[src/rtl/cnn_seq_pkg.sv]
// ============================================================================
// Module : cnn_seq_pkg
// Brief  : Stage/state encodings and helpers for the CNN layer sequencer.
// Rev    : 1.0
// ============================================================================
`default_nettype none

package cnn_seq_pkg;

    localparam int N_STAGES = 6;

    typedef enum logic [2:0] {
        S_LOAD  = 3'd0,
        S_CONV1 = 3'd1,
        S_POOL1 = 3'd2,
        S_CONV2 = 3'd3,
        S_POOL2 = 3'd4,
        S_FC    = 3'd5
    } stage_t;

    typedef enum logic [2:0] {
        ST_IDLE  = 3'd0,
        ST_CLR   = 3'd1,
        ST_GUARD = 3'd2,
        ST_RUN   = 3'd3,
        ST_DRAIN = 3'd4,
        ST_ADV   = 3'd5,
        ST_FIN   = 3'd6
    } seq_state_t;

    // Kernel passes for a stage; only the conv stages repeat.
    function automatic int npass(input stage_t s, input int n_conv1, input int n_conv2);
        case (s)
            S_CONV1: return n_conv1;
            S_CONV2: return n_conv2;
            default: return 1;
        endcase
    endfunction

    function automatic logic [N_STAGES-1:0] stage_onehot(input stage_t s);
        logic [N_STAGES-1:0] v;
        v    = '0;
        v[s] = 1'b1;
        return v;
    endfunction

endpackage

`default_nettype wire

[src/rtl/cnn_layer_sequencer_watchdog.sv]
// ============================================================================
// Module : seq_watchdog
// Brief  : Clearable cycle counter flagging the increment that reaches limit.
// Rev    : 1.0
// ============================================================================
`default_nettype none

module seq_watchdog #(
    parameter int TW = 10
) (
    input  logic          clk,
    input  logic          reset,
    input  logic          clr,
    input  logic          inc,
    input  logic [TW-1:0] limit,
    output logic          expire
);

    logic [TW-1:0] r_count;
    logic [TW:0]   w_count_next;

    always_ff @(posedge clk or posedge reset) begin
        if (reset) begin
            r_count <= '0;
        end else if (clr) begin
            r_count <= '0;
        end else if (inc) begin
            r_count <= r_count + {{(TW-1){1'b0}}, 1'b1};
        end
    end

    // Compared one bit wider so a limit of all-ones cannot alias on wrap.
    assign w_count_next = {1'b0, r_count} + {{TW{1'b0}}, 1'b1};
    assign expire       = inc && (w_count_next == {1'b0, limit});

endmodule

`default_nettype wire

[src/rtl/cnn_layer_sequencer.sv]
// ============================================================================
// Module : cnn_layer_sequencer
// Brief  : Steps LOAD..FC stages: clear, run counters, drain; host handshake.
// Rev    : 1.0
// ============================================================================
`default_nettype none

module cnn_layer_sequencer
    import cnn_seq_pkg::*;
#(
    parameter int NPASS_CONV1 = 2,
    parameter int NPASS_CONV2 = 4,
    parameter int DRAIN_CYC   = 3,
    parameter int TIMEOUT     = 1023,
    parameter int TW          = 10
) (
    input  logic                clk,
    input  logic                reset,
    input  logic                start,
    input  logic                img_valid,
    input  logic [N_STAGES-1:0] stage_done,
    output logic [N_STAGES-1:0] cnt_clr,
    output logic [N_STAGES-1:0] cnt_en,
    output logic [2:0]          stage,
    output logic [1:0]          pass,
    output logic                busy,
    output logic                done,
    output logic                error
);

    localparam logic [TW-1:0] C_TIMEOUT_LIM = TW'(TIMEOUT);
    localparam logic [TW-1:0] C_DRAIN_LIM   = TW'(DRAIN_CYC);

    seq_state_t          r_state;
    seq_state_t          w_next_state;
    stage_t              r_stage;
    stage_t              w_next_stage;
    logic [1:0]          r_pass;
    logic [1:0]          w_next_pass;
    logic [N_STAGES-1:0] r_cnt_clr;
    logic [N_STAGES-1:0] r_cnt_en;
    logic [N_STAGES-1:0] w_en_mask;
    logic                r_busy;
    logic                r_done;
    logic                r_error;
    logic                w_timeout;
    logic                w_wd_hit;
    logic                w_wd_expire;
    logic                w_drain_expire;
    logic                w_more_passes;

    seq_watchdog #(.TW(TW)) u_run_wd (
        .clk    (clk),
        .reset  (reset),
        .clr    (r_state == ST_CLR),
        .inc    (r_state == ST_RUN),
        .limit  (C_TIMEOUT_LIM),
        .expire (w_wd_hit)
    );

    seq_watchdog #(.TW(TW)) u_drain_cnt (
        .clk    (clk),
        .reset  (reset),
        .clr    (r_state != ST_DRAIN),
        .inc    (r_state == ST_DRAIN),
        .limit  (C_DRAIN_LIM),
        .expire (w_drain_expire)
    );

    assign w_wd_expire   = (TIMEOUT != 0) && w_wd_hit;
    assign w_more_passes = (int'(r_pass) + 1) < npass(r_stage, NPASS_CONV1, NPASS_CONV2);

    always_comb begin
        w_next_state = r_state;
        w_next_stage = r_stage;
        w_next_pass  = r_pass;
        w_timeout    = 1'b0;
        case (r_state)
            ST_IDLE: begin
                if (start) begin
                    w_next_state = ST_CLR;
                    w_next_stage = S_LOAD;
                    w_next_pass  = 2'd0;
                end
            end
            ST_CLR:   w_next_state = ST_GUARD;
            ST_GUARD: w_next_state = ST_RUN;
            ST_RUN: begin
                // A done flag sampled in the same cycle as expiry takes priority.
                if (stage_done[r_stage]) begin
                    if (r_stage == S_LOAD || DRAIN_CYC == 0) begin
                        w_next_state = ST_ADV;
                    end else begin
                        w_next_state = ST_DRAIN;
                    end
                end else if (w_wd_expire) begin
                    w_next_state = ST_FIN;
                    w_timeout    = 1'b1;
                end
            end
            ST_DRAIN: begin
                if (w_drain_expire) begin
                    w_next_state = ST_ADV;
                end
            end
            ST_ADV: begin
                if (w_more_passes) begin
                    w_next_pass  = r_pass + 2'd1;
                    w_next_state = ST_CLR;
                end else if (r_stage == S_FC) begin
                    w_next_state = ST_FIN;
                end else begin
                    w_next_stage = stage_t'(r_stage + 3'd1);
                    w_next_pass  = 2'd0;
                    w_next_state = ST_CLR;
                end
            end
            ST_FIN: begin
                w_next_state = ST_IDLE;
                w_next_stage = S_LOAD;
                w_next_pass  = 2'd0;
            end
            default: begin
                w_next_state = ST_IDLE;
                w_next_stage = S_LOAD;
                w_next_pass  = 2'd0;
            end
        endcase
    end

    // LOAD only advances its address counter on accepted pixels.
    always_comb begin
        w_en_mask = stage_onehot(w_next_stage);
        if (w_next_stage == S_LOAD && !img_valid) begin
            w_en_mask = '0;
        end
    end

    always_ff @(posedge clk or posedge reset) begin
        if (reset) begin
            r_state   <= ST_IDLE;
            r_stage   <= S_LOAD;
            r_pass    <= 2'd0;
            r_cnt_clr <= '0;
            r_cnt_en  <= '0;
            r_busy    <= 1'b0;
            r_done    <= 1'b0;
            r_error   <= 1'b0;
        end else begin
            r_state   <= w_next_state;
            r_stage   <= w_next_stage;
            r_pass    <= w_next_pass;
            r_cnt_clr <= (w_next_state == ST_CLR) ? stage_onehot(w_next_stage) : '0;
            r_cnt_en  <= (w_next_state == ST_RUN) ? w_en_mask : '0;
            r_busy    <= (w_next_state != ST_IDLE) && (w_next_state != ST_FIN);
            r_done    <= (w_next_state == ST_FIN);
            if (r_state == ST_IDLE && start) begin
                r_error <= 1'b0;
            end else if (w_timeout) begin
                r_error <= 1'b1;
            end
        end
    end

    assign cnt_clr = r_cnt_clr;
    assign cnt_en  = r_cnt_en;
    assign stage   = r_stage;
    assign pass    = r_pass;
    assign busy    = r_busy;
    assign done    = r_done;
    assign error   = r_error;

endmodule

`default_nettype wire

[config.mk]
export PLATFORM = sky130hd
export DESIGN_NAME = cnn_layer_sequencer
export DESIGN_NICKNAME = d
export VERILOG_FILES = /design/src/rtl/cnn_seq_pkg.sv /design/src/rtl/cnn_layer_sequencer_watchdog.sv /design/src/rtl/cnn_layer_sequencer.sv
export SDC_FILE = /design/constraint.sdc
export NUM_CORES = 1
export LEC_CHECK = 0
export ABC_CLOCK_PERIOD_IN_PS = 2400
export BUFFER_PORTS_ARGS = -buffer_cell sky130_fd_sc_hd__buf_2
export CAP_MARGIN = 20
export CORE_UTILIZATION = 52
export DETAILED_ROUTE_END_ITERATION = 8
export PLACE_DENSITY = 0.75
export SYNTH_ARGS = -nofsm -noshare
export SYNTH_HDL_FRONTEND = slang
export SYNTH_SLANG_ARGS = --single-unit
[constraint.sdc]
create_clock -name clk -period 2.4 [get_ports clk]
set_clock_uncertainty 0.15 [all_clocks]
set_input_delay 0.48 -clock clk [delete_from_list [all_inputs] [get_ports clk]]
set_output_delay 0.48 -clock clk [all_outputs]
set_load 0.005 [all_outputs]
After elaboration in Yosys (flattened, before gate mapping) --
Index checks and enable logic that the tools add are counted.
Cells by class: reductions and logical operators 16, shift-type cells 0, muxes and demuxes 33, equality and inequality tests 17, add/subtract/negate cells 7, $mul 0, divide/modulo/power cells 0, bitwise logic cells 1, magnitude comparators 4
Operator list (count):
- $mux 10 | 4
- $lt 4x32->1 | 1
- $mux 3 | 9
- $add 10x1->11 const B | 2
- $add 10x1->10 const B | 2
- $mux 6 | 3
- $pmux 3 s6 | 1
- $eq 3x2->1 const B | 4
- $eq 3x3->1 const B | 4
- $eq 11x10->1 const B | 1
- $eq 11x2->1 const B | 1
- $eq 3x1->1 const B | 3
- $logic_not 3->1 | 3
- $ne 3x3->1 const B | 3
- $pmux 3 s3 | 1
- $lt 3x4->1 const B | 2
- $mux 1 | 8
- $logic_and 1x1->1 | 6
- $mux 2 | 3
- $pmux 2 s3 | 1
- $pmux 3 s2 | 1
- $reduce_bool 2->1 | 3
- $reduce_or 4->1 | 1
- $add 2x1->3 const B | 1
- other kinds (10) | 10
Storage, ports and cells: latch bits 0, input port bits 10, output and inout port bits 20, memories 0, flip-flop bits (word level) 43, RAM bits 0, logic and storage cells 88, ROM bits 0

Logic depth before layout (Yosys ltp) --
depth after elaboration 11, mapped depth 13, depth with buffers taken out 12

Modules after synthesis --
A second synthesis with hierarchy kept.
Unflattened totals: cell total of the unflattened synthesis 335, area, all modules 3007.9 um2
Modules (own cells, without submodules):
- seq_watchdog | instances 2, seq. area each 250.2 um2, cells each 100, area each 838.3 um2
- cnn_layer_sequencer | instances 1, seq. area each 575.6 um2, cells each 135, area each 1331.3 um2

Least setup slack after synthesis --
OpenSTA, ideal clock, no wires.
path kind flip-flop to flip-flop, start point register r_stage[1] (netlist: stage[1]), end point register r_cnt_clr[5] (netlist: cnt_clr[5]), setup slack -0.198 ns, cell stages (with the launch flop) 12, period minus slack after synthesis 2.598 ns, required time 2.164 ns, data arrival time 2.362 ns, path through dfrtp_1 > inv_1 > ha_1 > nand2b_4 > ha_1 > nand2_1 > a31o_2 > and2_1 > o311a_1 > inv_1 > nand3b_4 > nor3_1
Between the ends: longest elaborated chain between the ends 10, elaborated cells on any way between the ends 25, those cells by class add/sub (1); order compare (3); eq/ne (4); mux (15); reduce/logical (2)
RTL lines:
- start, declared | RTL line cnn_layer_sequencer.sv:36 | stage_t r_stage;
- start signal, assigned | RTL line cnn_layer_sequencer.sv:151 | r_stage <= w_next_stage;
- $eq 3x2->1 / $eq 3x1->1 (equally long branches) | RTL line cnn_seq_pkg.sv:33 | case (s)
- $pmux 3 s2 | RTL line cnn_seq_pkg.sv:33
- $lt 4x32->1 | RTL line cnn_layer_sequencer.sv:71 | assign w_more_passes = (int'(r_pass) + 1) < npass(r_stage, NPASS_CONV1, NPASS_CONV2);
- $mux 3 * | RTL line cnn_layer_sequencer.sv:107 | if (w_more_passes) begin
- $pmux 3 s3 * | RTL line cnn_layer_sequencer.sv:78 | case (r_state)
- via w_next_stage[2] | RTL line cnn_layer_sequencer.sv:37 | stage_t w_next_stage;
- $lt 3x4->1 (not written as such) / $ge 3x1->1 (equally long branches) | RTL line cnn_seq_pkg.sv:43 | v[s] = 1'b1;
- $logic_and 1x1->1 (not written as such) | RTL line cnn_seq_pkg.sv:43
- $mux 1 (not written as such) | RTL line cnn_seq_pkg.sv:43
- $demux 1 s3 * | RTL line cnn_seq_pkg.sv:43
- $mux 6 * | RTL line cnn_layer_sequencer.sv:153 | r_cnt_clr <= (w_next_state == ST_CLR) ? stage_onehot(w_next_stage) : '0;
- end signal, assigned | RTL line cnn_layer_sequencer.sv:153
- end, declared | RTL line cnn_layer_sequencer.sv:40 | logic [N_STAGES-1:0] r_cnt_clr;
The timed path passes the listed nets; every way through them passes the cells marked *. The select of a mux whose other input is x is not followed. A chain may end at the register's enable or synchronous reset.

Worst setup path in the final report --
start point register r_stage[0] (netlist: stage[0]), end point register r_cnt_clr[3] (netlist: cnt_clr[3])
Between the ends: longest elaborated chain between the ends 10, elaborated cells on any way between the ends 25, those cells by class add/sub (1); order compare (3); eq/ne (4); mux (15); reduce/logical (2)
RTL lines (RTL line):
- $eq 3x2->1 / $eq 3x1->1 (equally long branches) | cnn_seq_pkg.sv:33
- $pmux 3 s2 | cnn_seq_pkg.sv:33
- $lt 4x32->1 | cnn_layer_sequencer.sv:71
- $mux 3 | cnn_layer_sequencer.sv:107
- $pmux 3 s3 | cnn_layer_sequencer.sv:78
- $lt 3x4->1 (not written as such) / $ge 3x1->1 (equally long branches) | cnn_seq_pkg.sv:43
- $logic_and 1x1->1 (not written as such) | cnn_seq_pkg.sv:43
- $mux 1 (not written as such) | cnn_seq_pkg.sv:43
- $demux 1 s3 | cnn_seq_pkg.sv:43
- $mux 6 * | cnn_layer_sequencer.sv:153
Every way passes the cells marked *; elsewhere a longest branch is shown, timed or not. The select of a mux whose other input is x is not followed.

==> impl_metrics.env <==
export IMPL_outcome="complete, but fails checks"
export IMPL_violations="design-rule violations, negative setup slack"
export IMPL_clockRootBuffer="clkbuf_8"
export IMPL_area_growth_pct=35.60
export IMPL_max_slew_margin_pct=64.86
export IMPL_min_path_type="input port to async pin"
export IMPL_leakage_nw=1.534
export IMPL_fp_dieW_um=71.18
export IMPL_netlist_instances=252
export IMPL_rsz0062_at_grt="true"
export IMPL_cts_tree="done"
export IMPL_max_freq_ghz=0.3842
export IMPL_final_cell_mix="dfrtp_1, buf_4, nand2_1"
export IMPL_yosysSeqAreaShare_pct=43.24
export IMPL_fin_cells=372
export IMPL_portBuffers=29
export IMPL_clock_latency_ns=0.30
export IMPL_clk_pin_slew_worst_paths_ns=0.09
export IMPL_antenna_cells=0
export IMPL_nets=340
export IMPL_die_area_um2=5067
export IMPL_dr_pass1_iters=6
export IMPL_worst_pin_slew_ns=0.5270
export IMPL_crit_arrival_ns=2.66
export IMPL_gr_usage_met1_pct=29.77
export IMPL_total_power_mw=3.693
export IMPL_drive_above_1_share_pct=41.88
export IMPL_grt_util_all_layers_pct=23.23
export IMPL_dp_cells=350
export IMPL_routed_wirelength_um=6158
export IMPL_slew_viol_final=0
export IMPL_synth_edf_count=0
export IMPL_crit_type="register to register"
export IMPL_ys_flop_type="dfrtp_1"
export IMPL_core_um2=4474
export IMPL_syn_nets=273
export IMPL_hold_viol=0
export IMPL_synth_seq_cells=43
export IMPL_clockBufferDepth=2
export IMPL_ctsHtreeMaxLevel=2
export IMPL_async_flop_share_pct=100.0
export IMPL_grt_use_met2_pct=38.73
export IMPL_fp_row_count=24
export IMPL_fin_crit_sh_pct=108.5
export IMPL_globalplace_congestion=0.8198
export IMPL_ios=30
export IMPL_synth_cell_types=55
export IMPL_drv_cap=0
export IMPL_antenna_found_initial=0
export IMPL_yosys_warnings=0
export IMPL_num_vias=2100
export IMPL_wl_per_cell_um=16.55
export IMPL_hpwl_um=3936
export IMPL_cp_max_fo=5
export IMPL_grt_ovfl_total=0
export IMPL_setup_viol=14
export IMPL_fin_crit_ns=2.603
export IMPL_synth_area_um2=2489
export IMPL_num_fill_cells=283
export IMPL_antenna_left=0
export IMPL_mostFrequentLayoutCell="dfrtp_1"
export IMPL_critPathRequiredTime_ns=2.46
export IMPL_synth_avg_cell_area_um2=9.876
export IMPL_numCtsBuffers=5
export IMPL_grt_start_max_net_pins=44
export IMPL_cts_sinks=43
export IMPL_grt_pass1_wl_um=9170
export IMPL_viasPerCell=5.645
export IMPL_grt_busiest_layer="met2"
export IMPL_grt_use_met3_pct=4.416
export IMPL_vdd_drop_max_v=0.0006499
export IMPL_powerDensity_nw_per_um2=1094
export IMPL_initial_utilization_pct=55.62
export IMPL_drc_errors=1
export IMPL_setup_worst_path_end_class="register"
export IMPL_fin_ws_ns=-0.2029
export IMPL_first_iter_violations=144
export IMPL_grt_pass1_vias=1977
export IMPL_fp_dieH_um=71.18
export IMPL_crit_path_start_kind="register"
-- worst max-delay path, stage by stage (launching register included) --
cell and delay, ns:
dfrtp_2 0.45, ha_4 0.18, ha_4 0.16, inv_4 0.05, ha_4 0.21, a21oi_4 0.21, a211o_1 0.23, o211ai_1 0.17
a31oi_4 0.21, buf_12 0.15, nand3_4 0.12, nor3_2 0.22
-- through the flow --
stage               TNS [ns]  hold WS [ns]  cell area [um2]  utilization [%]  setup slack (ns)
finish                -1.803        0.1437             3374            75.42           -0.2029
CTS                  -0.7926        0.1677             3207            71.67          -0.08895
global placement     -0.5945        0.3400             2933            65.55          -0.08345
global route          -2.787        0.1938             3374            75.42           -0.2768
detailed placement    -1.693        0.3423             2933            65.55           -0.2051
floorplan            -0.1141        0.3168             2591                -          -0.05374
-- per-layer routing --
layer | vias to the layer above | wire, um
met4 | 0 | 201
met5 | - | 0
met2 | 52 | 3165
li1 | 1023 | -
met1 | 1009 | 2605
met3 | 16 | 186
-- layout make-up --
type	count	area, um2	share of cell area (%)
Tap cell	52	65.06	1.928
Multi-Input combinational cell	187	1558	46.16
Inverter	12	52.55	1.557
Clock buffer	5	68.82	2.039
Sequential cell	43	1079	31.96
Clock inverter	3	67.56	2.002
Timing Repair Buffer	70	484.2	14.35
-- sequential cells by signal, indices dropped and copies added (netlist names) --
| signal | count |
|---|---|
| pass | 2 |
| error | 1 |
| u_drain_cnt.r_count | 10 |
| cnt_en | 6 |
| stage | 3 |
| busy | 1 |
| r_state | 3 |
| cnt_clr | 6 |
| u_run_wd.r_count | 10 |
| done | 1 |
-- path summary, 6_finish.rpt --
kind / slack, ns / from / depth (start not counted) / to
min in group clk: 0.32 / img_valid / 3 / cnt_en[0]$_DFF_PP0_
setup reg to reg: -0.20 / stage[0]$_DFF_PP0_ / 11 / cnt_clr[3]$_DFF_PP0_
setup / recovery: -0.20 / stage[0]$_DFF_PP0_ / 11 / cnt_clr[3]$_DFF_PP0_
hold / removal: 0.14 / reset / 3 / u_run_wd.r_count[9]$_DFFE_PP0P_
max in group asynchronous: 1.57 / reset / 3 / stage[1]$_DFF_PP0_
hold reg to reg: 0.35 / u_drain_cnt.r_count[0]$_DFF_PP0_ / 1 / u_drain_cnt.r_count[0]$_DFF_PP0_
-- timing repair --
item	CTS	global route
pin swaps	13	15
hold endpoints to repair	0	0
gates resized for setup	21	14
gates cloned	0	1
hold buffers	0	0
buffers inserted	5	9
setup endpoints to repair	15	17
-- kinds of logic (layout without fill, tap and decap cells) --
group                    Yosys count  in the layout  share of synthesized area, %
AO/OA/AOI/OAI                     43             44                         14.33
XOR/XNOR                          12             12                         4.223
adder cells (fa/ha/maj)           11             11                         5.530
buffers and inverters             23             90                         4.726
flip-flops                        43             43                         43.24
multiplexers                       7              7                         3.318
AND/OR/NAND/NOR                  113            113                         24.64
-- synthesized netlist by cell type, types with 3 or more instances --
| cell | instances | share of area (%) |
|---|---|---|
| a21oi_1 | 5 | 1.0 |
| and3_1 | 4 | 1.0 |
| buf_2 | 3 | 0.60 |
| clkbuf_1 | 5 | 0.75 |
| dfrtp_1 | 43 | 43 |
| ha_1 | 11 | 5.5 |
| inv_1 | 11 | 1.7 |
| mux2i_1 | 3 | 1.2 |
| nand2_1 | 35 | 5.3 |
| nand2b_1 | 3 | 0.75 |
| nand3_1 | 16 | 3.2 |
| nand4_1 | 3 | 0.75 |
| nor2_1 | 19 | 2.9 |
| nor2b_1 | 3 | 0.75 |
| nor3_1 | 12 | 2.4 |
| nor3b_1 | 3 | 0.90 |
| o21ai_0 | 10 | 2.0 |
| o31ai_1 | 8 | 2.4 |
| xnor2_1 | 8 | 2.8 |
| xor2_1 | 4 | 1.4 |
-- power breakdown --
| part | leakage (nW) | total (mW) | switching [mW] | internal [mW] |
|---|---|---|---|---|
| clock | 0.0644 | 0.676 | 0.262 | 0.415 |
| combinational | 0.892 | 2.06 | 1.11 | 0.956 |
| sequential | 0.578 | 0.952 | 0.109 | 0.843 |
| total | 1.53 | 3.69 | 1.48 | 2.21 |
Power figures use the tool's default switching activity.
